$ cat src/rtl/miriscv_pkg.sv
// Shared core-wide types and widths for the miriscv pipeline.
// fetch_entry_t is one fetched instruction as it travels from fetch to decode.
package miriscv_pkg;

  localparam int XLEN = 32;
  localparam int ILEN = 32;

  typedef struct packed {
    logic [XLEN-1:0] pc;
    logic [XLEN-1:0] pc_next;
    logic [ILEN-1:0] instr;
    logic            err;
  } fetch_entry_t;

endpackage

$ cat src/rtl/miriscv_fetch_decode_buffer_if.sv
// Fetch/decode handshake bundle. master = fetch + decode + control side,
// slave = the buffer itself.
//
// Handshake: a transfer happens on a rising clk_i edge when valid and ready are
// both 1 in that cycle. A source holding valid may change its payload only
// after the transfer. Ready never depends combinationally on valid in this
// block. cu_kill_i cancels both the fetch-side and decode-side transfers of its
// cycle.
interface miriscv_fetch_decode_buffer_if
  import miriscv_pkg::*;
#(
  parameter int XLEN  = miriscv_pkg::XLEN,
  parameter int DEPTH = 2
);
  localparam int CNT_W = $clog2(DEPTH + 1);

  logic             f_valid_i;
  logic [XLEN-1:0]  f_pc_i;
  logic [XLEN-1:0]  f_pc_next_i;
  logic [31:0]      f_instr_i;
  logic             f_err_i;
  logic             f_ready_o;
  logic             cu_kill_i;
  logic             d_valid_o;
  logic [XLEN-1:0]  d_pc_o;
  logic [XLEN-1:0]  d_pc_next_o;
  logic [31:0]      d_instr_o;
  logic             d_err_o;
  logic             d_ready_i;
  logic [CNT_W-1:0] count_o;

  modport master (
    output f_valid_i, f_pc_i, f_pc_next_i, f_instr_i, f_err_i,
    output cu_kill_i, d_ready_i,
    input  f_ready_o, d_valid_o, d_pc_o, d_pc_next_o, d_instr_o, d_err_o,
    input  count_o
  );

  modport slave (
    input  f_valid_i, f_pc_i, f_pc_next_i, f_instr_i, f_err_i,
    input  cu_kill_i, d_ready_i,
    output f_ready_o, d_valid_o, d_pc_o, d_pc_next_o, d_instr_o, d_err_o,
    output count_o
  );

endinterface

$ cat src/rtl/miriscv_sync_fifo.sv
// Generic synchronous FIFO: circular storage with naturally wrapping pointers
// and an occupancy counter. The caller must not push when full or pop when empty.
module miriscv_sync_fifo #(
  parameter int  WIDTH = 8,
  parameter int  DEPTH = 2,
  localparam int CNT_W = $clog2(DEPTH + 1),
  localparam int PTR_W = $clog2(DEPTH)
) (
  input  logic             clk_i,
  input  logic             rst_i,
  input  logic             push,
  input  logic             pop,
  input  logic             flush,
  input  logic [WIDTH-1:0] wdata,
  output logic [WIDTH-1:0] rdata,
  output logic             full,
  output logic             empty,
  output logic [CNT_W-1:0] count
);

  logic [WIDTH-1:0] mem [DEPTH];
  logic [PTR_W-1:0] wr_ptr_q;
  logic [PTR_W-1:0] rd_ptr_q;
  logic [CNT_W-1:0] cnt_q;

  // DEPTH is a power of two, so pointer overflow is exactly the modulo wrap.
  always_ff @(posedge clk_i) begin
    if (rst_i || flush) begin
      wr_ptr_q <= '0;
      rd_ptr_q <= '0;
      cnt_q    <= '0;
    end else begin
      if (push) wr_ptr_q <= wr_ptr_q + 1'b1;
      if (pop)  rd_ptr_q <= rd_ptr_q + 1'b1;
      case ({push, pop})
        2'b10:   cnt_q <= cnt_q + 1'b1;
        2'b01:   cnt_q <= cnt_q - 1'b1;
        default: cnt_q <= cnt_q;
      endcase
    end
  end

  // Storage has no reset; a stale entry is never visible because empty masks it.
  always_ff @(posedge clk_i) begin
    if (push && !flush) mem[wr_ptr_q] <= wdata;
  end

  assign rdata = mem[rd_ptr_q];
  assign full  = (cnt_q == CNT_W'(DEPTH));
  assign empty = (cnt_q == '0);
  assign count = cnt_q;

`ifndef SYNTHESIS
  a_depth_pow2: assert property (@(posedge clk_i)
    (DEPTH >= 2) && ((DEPTH & (DEPTH - 1)) == 0));
  a_no_push_full: assert property (@(posedge clk_i) disable iff (rst_i)
    !(push && full));
  a_no_pop_empty: assert property (@(posedge clk_i) disable iff (rst_i)
    !(pop && empty));
  a_cnt_bound: assert property (@(posedge clk_i) disable iff (rst_i)
    cnt_q <= CNT_W'(DEPTH));
`endif

endmodule

$ cat src/rtl/miriscv_fetch_decode_buffer.sv
// Instruction queue between fetch and decode. Entries leave in push order;
// a control-unit kill empties the queue and cancels that cycle's push and pop.
module miriscv_fetch_decode_buffer
  import miriscv_pkg::*;
#(
  parameter int  XLEN  = miriscv_pkg::XLEN,
  parameter int  DEPTH = 2,
  localparam int CNT_W = $clog2(DEPTH + 1)
) (
  input  logic                          clk_i,
  input  logic                          rst_i,
  miriscv_fetch_decode_buffer_if.slave  bus
);

  fetch_entry_t     wr_entry;
  fetch_entry_t     rd_entry;
  logic             full;
  logic             empty;
  logic             push;
  logic             pop;
  logic [CNT_W-1:0] count;

  // Ready comes from registered occupancy only, so decode stalls never reach
  // fetch through combinational logic.
  assign bus.f_ready_o = ~full;
  assign bus.d_valid_o = ~empty;

  assign push = bus.f_valid_i & ~full  & ~bus.cu_kill_i;
  assign pop  = bus.d_ready_i & ~empty & ~bus.cu_kill_i;

  always_comb begin
    wr_entry         = '0;
    wr_entry.pc      = bus.f_pc_i;
    wr_entry.pc_next = bus.f_pc_next_i;
    wr_entry.instr   = bus.f_instr_i;
    wr_entry.err     = bus.f_err_i;
  end

  miriscv_sync_fifo #(
    .WIDTH ($bits(fetch_entry_t)),
    .DEPTH (DEPTH)
  ) u_fifo (
    .clk_i (clk_i),
    .rst_i (rst_i),
    .push  (push),
    .pop   (pop),
    .flush (bus.cu_kill_i),
    .wdata (wr_entry),
    .rdata (rd_entry),
    .full  (full),
    .empty (empty),
    .count (count)
  );

  // Bus errors ride along as ordinary entries; decode turns them into traps.
  assign bus.d_pc_o      = rd_entry.pc;
  assign bus.d_pc_next_o = rd_entry.pc_next;
  assign bus.d_instr_o   = rd_entry.instr;
  assign bus.d_err_o     = rd_entry.err;
  assign bus.count_o     = count;

`ifndef SYNTHESIS
  a_xlen_match: assert property (@(posedge clk_i) XLEN == miriscv_pkg::XLEN);
`endif

endmodule

$ cat src/flat_wrapper.sv
// flat-port wrapper written by rule: the top's interface ports become plain ports
module miriscv_fetch_decode_buffer_flat import miriscv_pkg::*;
#(
  parameter int  XLEN  = miriscv_pkg::XLEN,
  parameter int  DEPTH = 2,
  localparam int CNT_W = $clog2(DEPTH + 1)
)
  (clk_i, rst_i, bus_f_valid_i, bus_f_pc_i, bus_f_pc_next_i, bus_f_instr_i, bus_f_err_i, bus_cu_kill_i, bus_d_ready_i, bus_f_ready_o, bus_d_valid_o, bus_d_pc_o, bus_d_pc_next_o, bus_d_instr_o, bus_d_err_o, bus_count_o);
  miriscv_fetch_decode_buffer_if #(.XLEN(XLEN), .DEPTH(DEPTH)) bus_i ();
  input  logic clk_i;
  input  logic rst_i;
  input wire logic [$bits(bus_i.f_valid_i)-1:0] bus_f_valid_i;
  input wire logic [$bits(bus_i.f_pc_i)-1:0] bus_f_pc_i;
  input wire logic [$bits(bus_i.f_pc_next_i)-1:0] bus_f_pc_next_i;
  input wire logic [$bits(bus_i.f_instr_i)-1:0] bus_f_instr_i;
  input wire logic [$bits(bus_i.f_err_i)-1:0] bus_f_err_i;
  input wire logic [$bits(bus_i.cu_kill_i)-1:0] bus_cu_kill_i;
  input wire logic [$bits(bus_i.d_ready_i)-1:0] bus_d_ready_i;
  output wire logic [$bits(bus_i.f_ready_o)-1:0] bus_f_ready_o;
  output wire logic [$bits(bus_i.d_valid_o)-1:0] bus_d_valid_o;
  output wire logic [$bits(bus_i.d_pc_o)-1:0] bus_d_pc_o;
  output wire logic [$bits(bus_i.d_pc_next_o)-1:0] bus_d_pc_next_o;
  output wire logic [$bits(bus_i.d_instr_o)-1:0] bus_d_instr_o;
  output wire logic [$bits(bus_i.d_err_o)-1:0] bus_d_err_o;
  output wire logic [$bits(bus_i.count_o)-1:0] bus_count_o;
  assign bus_i.f_valid_i = bus_f_valid_i;
  assign bus_i.f_pc_i = bus_f_pc_i;
  assign bus_i.f_pc_next_i = bus_f_pc_next_i;
  assign bus_i.f_instr_i = bus_f_instr_i;
  assign bus_i.f_err_i = bus_f_err_i;
  assign bus_i.cu_kill_i = bus_cu_kill_i;
  assign bus_i.d_ready_i = bus_d_ready_i;
  assign bus_f_ready_o = bus_i.f_ready_o;
  assign bus_d_valid_o = bus_i.d_valid_o;
  assign bus_d_pc_o = bus_i.d_pc_o;
  assign bus_d_pc_next_o = bus_i.d_pc_next_o;
  assign bus_d_instr_o = bus_i.d_instr_o;
  assign bus_d_err_o = bus_i.d_err_o;
  assign bus_count_o = bus_i.count_o;
  miriscv_fetch_decode_buffer #(.XLEN(XLEN), .DEPTH(DEPTH)) u_core (.clk_i(clk_i), .rst_i(rst_i), .bus(bus_i));
endmodule
$ cat config.mk
export PLATFORM = sky130hd
export DESIGN_NAME = miriscv_fetch_decode_buffer_flat
export DESIGN_NICKNAME = d
export VERILOG_FILES = /design/src/rtl/miriscv_pkg.sv /design/src/rtl/miriscv_fetch_decode_buffer_if.sv /design/src/rtl/miriscv_sync_fifo.sv /design/src/rtl/miriscv_fetch_decode_buffer.sv /design/src/flat_wrapper.sv
export SDC_FILE = /design/constraint.sdc
export NUM_CORES = 1
export LEC_CHECK = 0
export ABC_AREA = 1
export CAP_MARGIN = 20
export CORE_MARGIN = 2
export CORE_UTILIZATION = 35
export CTS_CLUSTER_DIAMETER = 60
export DETAILED_ROUTE_END_ITERATION = 10
export PLACE_DENSITY = 0.73
export SETUP_SLACK_MARGIN = 0.1
export SYNTH_ARGS = -nofsm -noshare
export SYNTH_HDL_FRONTEND = slang
export SYNTH_HIERARCHICAL = 1
export SYNTH_SLANG_ARGS = --single-unit
$ cat constraint.sdc
create_clock -name clk_i -period 12.7 [get_ports clk_i]
set_input_delay 2.54 -clock clk_i [delete_from_list [all_inputs] [get_ports clk_i]]
set_output_delay 2.54 -clock clk_i [all_outputs]
set_load 0.02 [all_outputs]
==> run metrics <==
status finished clean; post-synthesis cell type count 17; die area 0.0223 sq mm; Worst Tran Pin Value 1.05 ns; clock share of power 40.3%; CTS Root Cell clkbuf_16; Yosys warnings 6; VDD IR max 0.0875 mV; global routing usage on met1 14.9%; worst-skew pair later-pin latency 0.42 ns; PwrDens 134 mW/mm^2; Arrival @ worst endpoint 2.98 ns; die width 149 microns; initial antenna violation count 0; Post-CTS Setup Bufs 0; vias in the first global route 4155; detailed placement HPWL 9.80 mm; relative slew slack 30.1%; Worst path slowest cell dfxtp_4; RSZ-0062 raised after global routing false; GRT overflow 0; largest net degree at the start of global routing 76; Final Power 0.00138 W; NumNets Final 660; synthesized cell area 0.00738 sq mm; CTS buffer count 17; Max clock buf depth 2; leakage power 3.42 nW; drt first pass iters 6; Hold Vio Cnt, Final 0; GRT Util Overall 13.2%; sw frac 19.3%; #FFs+latches synth 199; max_cap viols 0; Cells after Synth 342; Yosys top cell area share 79.0%; DRT iter0 DRCs 129; highest clock rate 181 MHz; share of cells above drive strength 1 23.4%; htree depth 4; via-per-instance ratio 4.52; DR WL/cell 17.3 microns; Syn-to-layout area delta 39.8%; fin crit share 43.5%; Yosys top cell by area edfxtp_1; CTS clk-pin slew, worst paths 0.07 ns; drt drc 0; Switch Pwr 0.000266 W; Die H 149 microns; final setup fails 0; Synth Area per Inst 21.6 sq um; CP Cell Sequence buf_4, mux2_2, clkdlybuf4s50_1; CTS tree done; register-to-register setup slack 10.37 ns; # clock sinks 199; Final Max Tran Viols 0; vias 3811; WP data required 10.16 ns; register area share after synthesis 80.3%; worst-path fanout max 49; Combinational Power Share 6.4%; min Tclk post-route 5.52 ns; ANT nets after route 0; setup TNS 0 ns; hold buffers post-CTS 0; Pint 0.00111 W; row count 53; ant diodes 0; Placeable Area 0.0208 sq mm; CP peak stage delay 0.80 ns; worst min path class reg -> reg; global routing's busiest layer met2; initial core utilization 35.4%; CP Capture Type primary output; global-route wire length before repair 22.0 mm; met2 Resource Use GR 23.0%; startpoint type of the worst setup path flop; Boundary Pins 203; Routed WL 14.6 mm; syn_nets 445; part of the power in registers 53.3%; global-route met3 utilization 4.65%; Final Wtd Congestion 0.697; Setup CP Type reg -> out; Post-CTS Resized 0; I/O Buffers 202; skew final 0.0168 ns; synth top area cells edfxtp_1 (79%), mux2_2 (10%), mux2_4 (6.1%)
[power groups by stage]
stage | Clock (W) | Combinational (W) | Sequential, W
6_report | 0.000556 | 0.0000881 | 0.000736
5_1_grt | 0.000596 | 0.0000938 | 0.000737
4_1_cts | 0.000573 | 0.0000894 | 0.000736
3_5_place_dp | 0 | 0.0000889 | 0.000751
3_3_place_gp | 0 | 0.0000860 | 0.000750
2_1_floorplan | 0 | 0.0000303 | 0.000752
[through the flow]
stage / setup slack, ns / hold slack [ns] / util [%] / std cells / instance area (sq um)
final: 7.18 / 0.560 / 49.5 / 843 / 10300
after global routing: 6.99 / 0.584 / 49.5 / 843 / 10300
after CTS: 7.10 / 0.547 / 49.5 / 843 / 10300
after detailed placement: 7.57 / 0.533 / 46.6 / 813 / 9710
after global placement: 7.62 / 0.502 / 46.6 / 813 / 9710
after floorplan: 2.73 / 0.460 / - / 342 / 7380
[critical path: cells and delay by family (launching register included)]
family / cells / cell delay (ns)
buffers and inverters: 2 / 1.29
DFF: 1 / 0.80
muxes: 1 / 0.42
[per-layer routing]
metal	vias to the layer above	share of wire [%]
met5	-	0
met4	0	1.5
met3	18	7.4
met2	145	52
met1	1891	39
li1	1757	-
[cell usage in the layout (no fill, tap or decap), types with 4 or more instances in the layout]
cell type / instances
buf_4: 5
bufinv_16: 4
clkbuf_16: 17
clkdlybuf4s50_1: 202
dfxtp_1: 4
edfxtp_1: 194
inv_1: 6
mux2_2: 67
mux2_4: 30
nand2_1: 8
nor2_1: 9
[registers in the layout, indices dropped and copies added, names as in the netlist, named ones only]
| name | flops |
|---|---|
| u_core/u_fifo/mem | 194 |
| u_core/u_fifo/count | 2 |
| u_core/u_fifo/rd_ptr_q | 1 |
| u_core/u_fifo/wr_ptr_q | 1 |
[cell families after synthesis]
logic type               count (synthesis)  share of synthesized area [%]
AO/OA/AOI/OAI                            3                          0.237
XOR/XNOR                                 1                          0.119
adder cells (fa/ha/maj)                  1                          0.170
buffers and inverters                   19                           1.58
flip-flops                             199                           80.3
multiplexers                            97                           16.3
AND/OR/NAND/NOR                         22                           1.22
[worst paths after layout]
kind                                       start                            endpoint  cells past startpoint
min          u_core/u_fifo/rd_ptr_q$_SDFFE_PP0P_                                flop                      2
max reg2reg  u_core/u_fifo/count[0]$_SDFFE_PP0P_  u_core/u_fifo/mem[0][28]$_DFFE_PP_                      7
max                                         flop                  bus_d_pc_next_o[2]                      3
min reg2reg  u_core/u_fifo/rd_ptr_q$_SDFFE_PP0P_                                flop                      2
[cell type report]
class | instances | area [sq um]
repair buffers | 207 | 2060
clock inverters | 11 | 173
flip-flops and latches | 199 | 5930
multi-input cells | 124 | 1340
well taps | 275 | 344
fillers | 1747 | 10500
clock buffers | 19 | 433
inverters | 8 | 30.0
[synthesized netlist by cell type, drive strengths merged]
cell type,number
a21boi,1
a21oi,1
buf,11
dfxtp,5
edfxtp,194
ha,1
inv,8
mux2,97
nand2,8
nand4,1
nor2,9
nor3,4
o21ai,1
xnor2,1
(Power assumes the default switching activity.)
